--- src/rtl/inta_cycle_sequencer.sv ---
// CPU-side interrupt acknowledge sequencer: answers PIC INT with an INTA_n pulse
// train (2 pulses in 8086 mode, 3 in 8080/85 mode) and captures the bus bytes.
module inta_cycle_sequencer #(
    parameter int PULSE_LOW = 2,
    parameter int PULSE_GAP = 2
) (
    input  logic        clk,
    input  logic        rst,
    input  logic        INT,
    input  logic        int_enable,
    input  logic        mode_8086,
    input  logic [7:0]  data_in,
    output logic        INTA,
    output logic        busy,
    output logic        vector_valid,
    output logic [7:0]  vector,
    output logic [15:0] call_addr,
    output logic        opcode_err
);

    typedef enum logic [2:0] {IDLE, LOW1, GAP1, LOW2, GAP2, LOW3, HOLD} state_t;

    localparam logic [7:0] LOW_LD   = 8'(PULSE_LOW - 1);
    localparam logic [7:0] GAP_LD   = 8'(PULSE_GAP - 1);
    localparam logic [7:0] CALL_OPC = 8'hCD;

    state_t      state, state_d;
    logic [7:0]  cnt, cnt_d;
    logic        mode_q, mode_d;
    logic [7:0]  lo_byte, lo_byte_d;
    logic        inta_d, busy_d, vv_d, err_d;
    logic [7:0]  vector_d;
    logic [15:0] call_addr_d;
    logic        last;

    assign last = (cnt == 8'd0);

    always_comb begin
        state_d     = state;
        cnt_d       = last ? 8'd0 : cnt - 8'd1;
        mode_d      = mode_q;
        lo_byte_d   = lo_byte;
        inta_d      = INTA;
        busy_d      = busy;
        vv_d        = 1'b0;
        err_d       = opcode_err;
        vector_d    = vector;
        call_addr_d = call_addr;

        case (state)
            IDLE: begin
                if (INT && int_enable) begin
                    state_d = LOW1;
                    cnt_d   = LOW_LD;
                    inta_d  = 1'b0;
                    busy_d  = 1'b1;
                    mode_d  = mode_8086;
                    err_d   = 1'b0;
                end
            end
            LOW1: begin
                if (last) begin
                    // 8086 pulse-1 byte is meaningless; only 8080 checks for CALL
                    if (!mode_q && data_in != CALL_OPC)
                        err_d = 1'b1;
                    state_d = GAP1;
                    cnt_d   = GAP_LD;
                    inta_d  = 1'b1;
                end
            end
            GAP1: begin
                if (last) begin
                    state_d = LOW2;
                    cnt_d   = LOW_LD;
                    inta_d  = 1'b0;
                end
            end
            LOW2: begin
                if (last) begin
                    cnt_d  = GAP_LD;
                    inta_d = 1'b1;
                    if (mode_q) begin
                        vector_d = data_in;
                        vv_d     = 1'b1;
                        state_d  = HOLD;
                    end else begin
                        lo_byte_d = data_in;
                        state_d   = GAP2;
                    end
                end
            end
            GAP2: begin
                if (last) begin
                    state_d = LOW3;
                    cnt_d   = LOW_LD;
                    inta_d  = 1'b0;
                end
            end
            LOW3: begin
                if (last) begin
                    call_addr_d = {data_in, lo_byte};
                    vv_d        = 1'b1;
                    cnt_d       = GAP_LD;
                    inta_d      = 1'b1;
                    state_d     = HOLD;
                end
            end
            HOLD: begin
                if (last) begin
                    state_d = IDLE;
                    busy_d  = 1'b0;
                end
            end
            default: begin
                state_d = IDLE;
                cnt_d   = 8'd0;
                inta_d  = 1'b1;
                busy_d  = 1'b0;
            end
        endcase
    end

    always_ff @(posedge clk) begin
        if (rst) begin
            state        <= IDLE;
            cnt          <= 8'd0;
            mode_q       <= 1'b0;
            lo_byte      <= 8'h00;
            INTA         <= 1'b1;
            busy         <= 1'b0;
            vector_valid <= 1'b0;
            vector       <= 8'h00;
            call_addr    <= 16'h0000;
            opcode_err   <= 1'b0;
        end else begin
            state        <= state_d;
            cnt          <= cnt_d;
            mode_q       <= mode_d;
            lo_byte      <= lo_byte_d;
            INTA         <= inta_d;
            busy         <= busy_d;
            vector_valid <= vv_d;
            vector       <= vector_d;
            call_addr    <= call_addr_d;
            opcode_err   <= err_d;
        end
    end

endmodule

--- config.mk ---
export PLATFORM = sky130hd
export DESIGN_NAME = inta_cycle_sequencer
export DESIGN_NICKNAME = d
export VERILOG_FILES = /design/src/rtl/inta_cycle_sequencer.sv
export SDC_FILE = /design/constraint.sdc
export NUM_CORES = 1
export LEC_CHECK = 0
export BUFFER_PORTS_ARGS = -buffer_cell sky130_fd_sc_hd__buf_2
export CORE_AREA = 4 4 73 75
export CTS_BUF_LIST = sky130_fd_sc_hd__clkbuf_8 sky130_fd_sc_hd__clkbuf_16
export CTS_CLUSTER_SIZE = 10
export DETAILED_ROUTE_END_ITERATION = 16
export DIE_AREA = 0 0 77 79
export HOLD_SLACK_MARGIN = 0.12
export PLACE_DENSITY_LB_ADDON = 0.05
export SLEW_MARGIN = 20
export SYNTH_ARGS = -nofsm -noshare
export SYNTH_HDL_FRONTEND = slang
export SYNTH_SLANG_ARGS = --single-unit
--- constraint.sdc ---
create_clock -name clk -period 5.11 [get_ports clk]
set_input_delay 1.022 -clock clk [delete_from_list [all_inputs] [get_ports clk]]
set_output_delay 1.022 -clock clk [all_outputs]
set_load 0.01 [all_outputs]
---- Word-level counts from Yosys, hierarchy flattened ----
Index checks and enable logic that the tools add are counted.
word-level totals
  flip-flop bits (word level) ............. 48
  input bits .............................. 13
  output and inout bits ................... 28
  logic and storage cells ................. 74
operators by class
  add/subtract/negate cells ............... 1
  equal/unequal tests ..................... 17
  mux-type cells .......................... 26
  bitwise operators ....................... 3
  reduce and logical (&&, ||, !) cells .... 17
operator list
  operator                                                                number
  8-bit two-way mux                                                       3
  8-bit case mux with 3 select lines                                      1
  3-bit two-way mux                                                       7
  3-bit case mux with 7 select lines                                      1
  2-bit != test (second input constant)                                   8
  3-bit equality test (second input constant)                             3
  1-bit two-way mux                                                       9
  3-bit AND reduction                                                     3
  8-bit zero test                                                         1
  8-bit != test (second input constant)                                   1
  4-bit AND reduction                                                     2
  8-bit by 1-bit subtractor with 8-bit output (second input constant)     1
  7-bit AND reduction                                                     1
  3-bit by 2-bit equality test with 1-bit output (second input constant)  2
  5-bit OR reduction                                                      1
  2-bit by 1-bit != test with 1-bit output (second input constant)        2
  1-bit case mux with 2 select lines                                      2
  1-bit case mux with 4 select lines                                      1
  2-bit AND reduction                                                     2
  3-bit by 1-bit equality test with 1-bit output (second input constant)  1
  3-bit zero test                                                         1
  1-bit inverter                                                          3
  1-bit case mux with 3 select lines                                      1
  3-bit OR reduction                                                      1
  other kinds (5)                                                         6

---- Depth between registers and ports, before layout ----
Gate-level depths: netlist (run 1).
  depth after elaboration ................. 5
  depth in mapped cells ................... 9
  gate-level depth less buffers ........... 6

---- Least setup slack after synthesis (run 1) ----
No wires, ideal clock.
  path type ............................... input port to flip-flop
  from .................................... in INT
  to ...................................... reg cnt[2]
  library setup time ...................... 0.122 ns
  arrival ................................. 2.182 ns
  required time ........................... 4.988 ns
  setup slack ............................. 2.806 ns
  stages on the path ...................... 5
  buffers on the path ..................... 1
  path through ............................ nand2_1 -> nor4_1 -> or3b_2 -> clkbuf_1 -> nor2_1
between the ends
  longest elaborated chain between the ends .. 3
ends and longest elaborated chain
  element                             RTL line  source
  from (decl)                         9         input logic INT,
  1-bit logical AND                   52        if (INT && int_enable) begin
  8-bit two-way mux                   52
  8-bit case mux with 3 select lines  50        case (state)
  to (signal assigned)                137       cnt <= cnt_d;
  to (decl)                           28        logic [7:0] cnt, cnt_d;
No other way between the ends.
A chain may end at the register's enable or synchronous reset.

---- Worst setup path after layout (run 1) ----
  from .................................... reg cnt[0]
  to ...................................... reg call_addr[1]
between the ends
  longest elaborated chain between the ends .. 2
ends and longest elaborated chain
  element                        RTL line  source
  8-bit zero test                36        assign last = (cnt == 8'd0);
  2-bit AND reduction (no line)  n/a
  to (signal assigned)           144       call_addr <= call_addr_d;
  to (decl)                      17        output logic [15:0] call_addr,
No other way between the ends.

==> results.cfg, run 1 <==
[logic_synthesis]
synth_cell_types = 40
netlist.area_leader.share_pct = 49.7
synth-seq-cells = 48
synth_fp_nets = 215
postSynthAreaPerCell_sq_um = 9.62
synth_largest_area_cell = dfxtp_1
syn_area_sq_um = 1930
synth_common_cells = dfxtp_1, nor2_1, mux2i_1
yosys_most_used_dff = dfxtp_1
yosysSeqAreaShare_pct = 49.7
syn_inst = 201
ys_warn_count = 0
async_flop_share_pct = 0
synth.area.top_cells = dfxtp_1, mux2i_1, nor2_1, xnor2_1, clkbuf_1
synth_edf_count = 0

[clock_network]
ctsRootBufferMaster = clkbuf_8
cts_tree = built
cts.repair.resized = 0
cts_sinks = 48
cts_max_level = 2
clkLatencyLatePin_ns = 0.30
clk_pin_slew_ns = 0.09
holdBufCountCts = 0
clock_path_buffers = 2
numCtsBuffers = 5
post_cts_buffers = 0

[outcome]
outcome = complete, no violations

[job]
maxCapViolCount = 0

[cells_and_area]
final_cells = 291
syn2layout_area_growth_pct = 16.0
fin_nets = 250
final_layout_size_suffix_gt1_share_pct = 22.4
antennaDiodeCount = 0
fill_cells = 467

[setup_path]
cp-startpoint = cnt[0]$_SDFF_PP0_
critPathRequiredTime_ns = 5.27
worstSetupPathType = reg -> reg
end_kind = register
crit_fanout = 16
crit_arrival_ns = 2.53
worstReg2RegStart = cnt[0]$_SDFF_PP0_
critPathLaunchType = register
rr_worst_depth = 6

[placed_design]
dp.cells = 283
io_buffer_count = 40
place.gp.congestion = 0.734
dp_hpwl_mm = 2.94
pre_cts_slack_ns = 2.55

[hold_path]
hp-start = lo_byte[6]$_SDFFE_PP0P_
hp-class = reg -> reg
hold_depth = 2

[power]
p_per_area_nw_per_um2 = 403
ir_drop_mv = 0.167
finalPower_uw = 904
p_leak_uw = 0.00111

[sta]
clock_skew_ns = 0.00822
slew_viol_final = 0
max_freq_mhz = 423
fin_setup_tns_ns = 0
worst_pin_slew_ns = 0.702
finalSetupViolations = 0
relSlewSlack_pct = 52.8
finalWorstSetupSlack_ns = 2.75
fin_crit_sh_pct = 46.2
fin_crit_ns = 2.36
hold_slack_ns = 0.492
hold_violations = 0
rsz0062_at_grt = false

[routing]
drt-initial-drc-count = 111
routed_wl_mm = 4.13
ant_nets = 0
first_pass_iters = 4
wire_per_inst_um = 14.2
drc = 0
vias_per_cell = 5.33
via_count = 1551

[floorplan]
ioPinCount = 41
core_sq_um = 4660
start_util_pct = 41.5
die_area_sq_um = 6080
die_y_um = 79
die_w_um = 77
rows = 25

[global_routing]
grt_overflow_total = 0
grt_pass1_wl_mm = 7.00
grt_pass1_vias = 1439
grt_max_degree = 43
antenna_found_initial = 0
track_usage_pct = 14.4
## report_power, final
part	leakage [uW]	internal (uW)	total, uW	switching, uW
clock	0.0000479	95.5	220	124
combinational	0.000676	95.6	240	144
sequential	0.000389	406	445	38.8
## worst max-delay path: stages, from the launching register on
cell,delay [ns]
dfxtp_1,0.34
inv_1,0.06
ha_1,0.20
or4b_1,0.60
or4_4,0.74
mux2i_1,0.22
nor2_1,0.05
## cells in the final DEF, fill, tap and decap left out, types with 3 or more instances in the layout
master,instances
clkbuf_8,5
nor2_1,48
inv_1,3
a21oi_1,4
nand2_1,8
mux2i_1,33
buf_2,40
xnor2_1,4
nor3_1,4
dfxtp_1,48
## logic make-up (layout without fill, tap and decap cells)
group	after synthesis	in the layout	synth area share, %
AOI/OAI and AO/OA	21	21	7.76
xor gates and xnor gates	5	5	2.26
adders and majority gates	1	1	0.647
buffers and inverters	16	52	4.01
DFF	48	48	49.7
muxes	33	33	17.1
and+or+nand+nor	77	77	18.6
## state kept, by name, summed over array words and instances (netlist names)
signal	flops
mode_q	1
INTA	1
cnt	8
state	3
vector_valid	1
opcode_err	1
vector	8
busy	1
lo_byte	8
call_addr	16
## final timing paths
| kind | to | slack [ns] |
|---|---|---|
| setup / recovery | call_addr[1]$_SDFFE_PP0P_ | 2.75 |
| hold / removal | call_addr[6]$_SDFFE_PP0P_ | 0.49 |
| setup reg to reg | call_addr[1]$_SDFFE_PP0P_ | 2.75 |
| hold reg to reg | call_addr[6]$_SDFFE_PP0P_ | 0.49 |
## through the flow
step | utilization, % | cell area, sq um
after global placement | 46.1 | 2150
after detailed placement | 46.1 | 2150
after floorplan | - | 1930
after CTS | 48.0 | 2240
final | 48.1 | 2240
after global routing | 48.1 | 2240
## per-layer routing
| layer | wire length (um) | part of all wire, % | global-route usage, % | vias up |
|---|---|---|---|---|
| li1 | - | - | - | 764 |
| met1 | 1980 | 48 | 18.3 | 730 |
| met2 | 1810 | 44 | 22.6 | 50 |
| met3 | 266 | 6.4 | 5.10 | 7 |
| met4 | 63 | 1.5 | 5.52 | 0 |
| met5 | 0 | 0 | 0 | - |
## layout make-up
| class | instances | area (sq um) | area share (%) |
|---|---|---|---|
| tap | 54 | 67.6 | 3.01 |
| inverter | 3 | 11.3 | 0.502 |
| sequential | 48 | 961 | 42.8 |
| timing repair buffer | 41 | 208 | 9.26 |
| clock inverter | 3 | 18.8 | 0.837 |
| clock buffer | 5 | 68.8 | 3.07 |
| multi-input combinational | 137 | 908 | 40.5 |
Power figures use the tool's default switching activity.
==> inputs of run 2 (changes only) <==
clock period = 2.03 ns   (was 5.11 ns; I/O delays follow)
==> run 2 against run 1 <==
Compared with the run above: hold slack lost 0.15 ns; clock power rose to 2.7 times the previous value; clock skew up 0.00094 ns; die area did not move; maximum frequency is 20% higher; clock-buffer cell count increased by 1; via count is 0.32% higher; global-route usage up 0.19 points; first-iteration DRC count rose by 1.8%; setup slack worse by 2.7 ns; critical path type unchanged; largest power group unchanged.
==> results.cfg, run 2 (synthesis gave the netlist of run 1 again) <==
[outcome]
outcome = complete, no violations

[power]
p_per_area_nw_per_um2 = 1050
p_leak_uw = 0.00116
ir_drop_mv = 0.567

[routing]
drc = 0
vias_per_cell = 5.17
drt-initial-drc-count = 113
wl_met1_mm = 2.12
highest-signal-layer = met4
via_count = 1556
ant_nets = 0
wl_met2_mm = 1.93
first_pass_iters = 4
routed_wl_mm = 4.32
wl_met3_um = 224
wire_per_inst_um = 14.4

[sta]
worst_pin_slew_ns = 0.402
fin_setup_tns_ns = 0
fin_crit_ns = 1.97
relSlewSlack_pct = 72.5
rsz0062_at_grt = true
hold_violations = 0
finalSetupViolations = 0
finalWorstSetupSlack_ns = 0.0648
fin_crit_sh_pct = 96.8
max_freq_mhz = 509
clock_skew_ns = 0.00916
slew_viol_final = 0

[global_routing]
grt_max_degree = 42
antenna_found_initial = 0
track_usage_pct = 14.6
grt_overflow_total = 0
grt_pass1_wl_mm = 7.26
grt_pass1_vias = 1564

[clock_network]
cts_max_level = 2
cts_tree = built
numCtsBuffers = 5
clkLatencyLatePin_ns = 0.30
cts_sinks = 48
ctsRootBufferMaster = clkbuf_8
clock_path_buffers = 2
post_cts_buffers = 0
clk_pin_slew_ns = 0.09

[setup_path]
crit_arrival_ns = 2.14
critPathLaunchType = register
worstSetupPathType = reg -> reg
crit_fanout = 8
r2r_slack_ns = 0.06
end_kind = register
critPathRequiredTime_ns = 2.20

[cells_and_area]
largest_register_ffs = 16
regMostFlops = call_addr
syn2layout_area_growth_pct = 21.3
final_core_util_pct = 50.3
fin_nets = 260
fill_cells = 455
layout.cells.most_common = nor2_1
antennaDiodeCount = 0
final_area_sq_um = 2350
final_layout_size_suffix_gt1_share_pct = 27.9
final_cell_mix = nor2_1, dfxtp_1, buf_2

[floorplan]
ioPinCount = 41
die_w_um = 77
start_util_pct = 41.5
die_y_um = 79
core_sq_um = 4660
rows = 25
die_area_sq_um = 6080

[placed_design]
pre_cts_slack_ns = 0.0264
place.gp.congestion = 0.794
dp_hpwl_mm = 3.08
place_area_sq_um = 2240
io_buffer_count = 40

[job]
maxCapViolCount = 0

[hold_path]
hp-class = in -> reg
[run 2: changes by cell type in the layout (fill, tap and decap cells not counted), sizes merged]
cell / change
buf: +9
clkbuf: +1
clkinv: -2
inv: +1
or4: +1
[run 2: report_power, final]
part | switching [uW] | leakage (uW) | internal [uW]
sequential | 81.4 | 0.000389 | 1030
clock | 311 | 0.0000516 | 279
combinational | 422 | 0.000723 | 348
[run 2: worst paths after layout]
check	start	depth (start not counted)	to
hold / removal	mode_8086	3	mode_q$_SDFFE_PP0P_
hold reg to reg	opcode_err$_SDFFE_PP0P_	1	opcode_err$_SDFFE_PP0P_
setup / recovery	cnt[0]$_SDFF_PP0_	6	call_addr[11]$_SDFFE_PP0P_
setup reg to reg	cnt[0]$_SDFF_PP0_	6	call_addr[11]$_SDFFE_PP0P_
[run 2: timing repair]
action	4_1_cts	5_1_grt
setup endpoints to repair	0	18
hold buffers	0	0
resized for setup	0	2
[run 2: per-layer routing]
layer / global-route usage [%] / up-vias
met3: 3.97 / 5
li1: - / 790
met1: 18.6 / 727
met4: 4.98 / 0
met5: 0 / -
met2: 24.0 / 34
[run 2: cell type report]
cell class,count,area (sq um),share of cell area (%)
Timing Repair Buffer,50,275,11.7
Clock buffer,6,82.6,3.52
Sequential cell,48,963,41.1
Inverter,3,11.3,0.480
Tap cell,54,67.6,2.88
Multi-Input combinational cell,138,932,39.7
Clock inverter,2,13.8,0.587
[run 2: stage by stage]
| step | hold slack (ns) | instances | total power (uW) |
|---|---|---|---|
| final | 0.340 | 301 | 2470 |
| after global routing | 0.363 | 301 | 2660 |
| after CTS | 0.334 | 300 | 2480 |
| after detailed placement | 0.480 | 292 | 1880 |
| after global placement | 0.467 | 292 | 1850 |
| after floorplan | 0.460 | 201 | 1670 |
[run 2: critical path, stage by stage, from the launching register on]
cell and delay, ns:
dfxtp_2 0.35, inv_2 0.06, ha_4 0.13, or4b_4 0.50
or4_4 0.55, mux2i_1 0.19, nor2_1 0.05
==> inputs of run 3 (changes only) <==
HOLD_SLACK_MARGIN = 0.15   (was 0.12)
MAX_ROUTING_LAYER = met4   (was unset)
clock period = 1.9 ns   (was 2.03 ns; I/O delays follow)
==> run 3 against run 2 <==
Compared with the run above: design area is 5.1% higher; sequential share of layout area shrank 2.0 points; the run now ends with negative setup slack left; utilization grew 2.6 points; clock power grew 27%; non-clock buffer count rose by 11; global-route usage grew 2.1 points; sequential power rose by 5%; sequential cell count unchanged; setup slack worse by 0.096 ns; via count increased by 4.8%; maximum frequency increased by 1.8%.
==> results.cfg, run 3 (synthesis gave the netlist of run 1 again) <==
[routing]
wl_met3_um = 265
first_pass_iters = 4
routed_wl_mm = 4.62
wl_met2_mm = 2.19
wl_met1_mm = 2.12
via_count = 1630
vias_per_cell = 5.22
highest-signal-layer = met4
wire_per_inst_um = 14.8
drt-initial-drc-count = 153
drc = 0
ant_nets = 0

[clock_network]
cts_tree = built
numCtsBuffers = 5
cts_max_level = 2
cts_sinks = 48
holdBufCountCts = 0
clkLatencyLatePin_ns = 0.30
clk_pin_slew_ns = 0.10
ctsRootBufferMaster = clkbuf_8
clock_path_buffers = 2

[sta]
rsz0062_at_grt = true
finalWorstSetupSlack_ns = -0.0309
finalSetupViolations = 16
clock_skew_ns = 0.0107
hold_violations = 0
fin_crit_ns = 1.93
max_freq_mhz = 518
fin_crit_sh_pct = 102
fin_setup_tns_ns = -0.260
relSlewSlack_pct = 76.1
slew_viol_final = 0
worst_pin_slew_ns = 0.354
hold_slack_ns = 0.305

[setup_path]
crit_fanout = 8
critPathRequiredTime_ns = 2.09
crit_arrival_ns = 2.12
worstSetupPathType = reg -> reg
timing.rr.end = call_addr[7]$_SDFFE_PP0P_
rr_worst_depth = 6
critPathLaunchType = register
end_kind = register
worstReg2RegStart = cnt[1]$_SDFF_PP0_
r2r_slack_ns = -0.03

[placed_design]
io_buffer_count = 40
dp_hpwl_mm = 3.24
pre_cts_slack_ns = -0.109
dp.cells = 300
place.gp.congestion = 0.840

[power]
p_per_area_nw_per_um2 = 1210
ir_drop_mv = 0.843
switchingPower_uw = 968
pwr-share-clk_pct = 25.1
p_seq_share_pct = 38.6
intPower_uw = 2020
p_leak_uw = 0.00123
p_comb_share_pct = 36.3
switching_share_pct = 32.3

[cells_and_area]
antennaDiodeCount = 0
final_layout_size_suffix_gt1_share_pct = 31.4
layout.cells.most_common = nor2_1
final_core_util_pct = 52.9
final_cells = 312
syn2layout_area_growth_pct = 27.4
fill_cells = 450
fin_nets = 271
final_cell_mix = nor2_1, dfxtp_1, buf_2
regMostFlops = call_addr
largest_register_ffs = 16

[floorplan]
die_y_um = 79
die_w_um = 77
die_area_sq_um = 6080
start_util_pct = 41.5
ioPinCount = 41
core_sq_um = 4660
rows = 25

[outcome]
violations = negative setup slack
outcome = complete, but fails checks

[global_routing]
grt_pass1_wl_mm = 7.96
antenna_found_initial = 0
grt_overflow_total = 0
grt_pass1_vias = 1659
track_usage_pct = 16.7
grt_max_degree = 33

[job]
maxCapViolCount = 0

[hold_path]
hold_depth = 3
hp-class = in -> reg
hp-start = mode_8086
hold_end = mode_q$_SDFFE_PP0P_
## run 3: cell types whose count changed in the layout (fill, tap and decap cells not counted), sizes merged
cell and delta:
clkinv +1, bufinv +1, clkbuf -1, inv -1, buf +11
## run 3: area by class of cell
cell class	count	area [sq um]	area share, %
Clock inverter	3	47.5	1.93
Tap cell	54	67.6	2.74
Clock buffer	5	68.8	2.79
Sequential cell	48	963	39.1
Multi-Input combinational cell	138	945	38.3
Timing Repair Buffer	61	362	14.7
Inverter	3	11.3	0.457
## run 3: layer usage
| metal | track usage (%) | up-vias |
|---|---|---|
| met3 | 5.10 | 4 |
| met2 | 26.3 | 43 |
| li1 | - | 811 |
| met5 | - | - |
| met1 | 20.7 | 772 |
| met4 | 5.16 | 0 |
## run 3: power by group through the flow
stage | Clock [uW] | Sequential (uW) | Combinational [uW]
2_1_floorplan | 0 | 1190 | 593
3_3_place_gp | 0 | 1170 | 899
3_5_place_dp | 0 | 1180 | 933
4_1_cts | 768 | 1160 | 984
5_1_grt | 819 | 1170 | 1200
6_report | 751 | 1160 | 1090
## run 3: timing repair
| item | 4_1_cts | 5_1_grt |
|---|---|---|
| resized for setup | 3 | 3 |
| endpoints found under the setup margin | 17 | 37 |
| pin swaps | 1 | 7 |
| setup buffers | 1 | 2 |
| cloned | 1 | 0 |
## run 3: worst max-delay path by stage
stage                      startpoint                        end  slack [ns]  cells past startpoint
global placement    cnt[1]$_SDFF_PP0_  call_addr[9]$_SDFFE_PP0P_       -0.07                      6
detailed placement  cnt[1]$_SDFF_PP0_  call_addr[7]$_SDFFE_PP0P_       -0.11                      6
CTS                 cnt[1]$_SDFF_PP0_  call_addr[7]$_SDFFE_PP0P_       -0.04                      6
global route        cnt[1]$_SDFF_PP0_      state[0]$_SDFFE_PP0P_       -0.13                      8
finish              cnt[1]$_SDFF_PP0_  call_addr[7]$_SDFFE_PP0P_       -0.03                      6
floorplan           cnt[1]$_SDFF_PP0_  call_addr[0]$_SDFFE_PP0P_       -0.19                      9
## run 3: critical path: stages (launching register included)
cell	delay (ns)
dfxtp_2	0.33
inv_2	0.06
ha_4	0.12
or4b_4	0.50
or4_4	0.55
mux2i_1	0.20
nor2_1	0.05
## run 3: per-stage QoR
step	total power (uW)	cell area, sq um
after floorplan	1780	1970
after global placement	2070	2300
after global routing	3180	2460
final	2990	2460
after detailed placement	2110	2300
after CTS	2910	2440
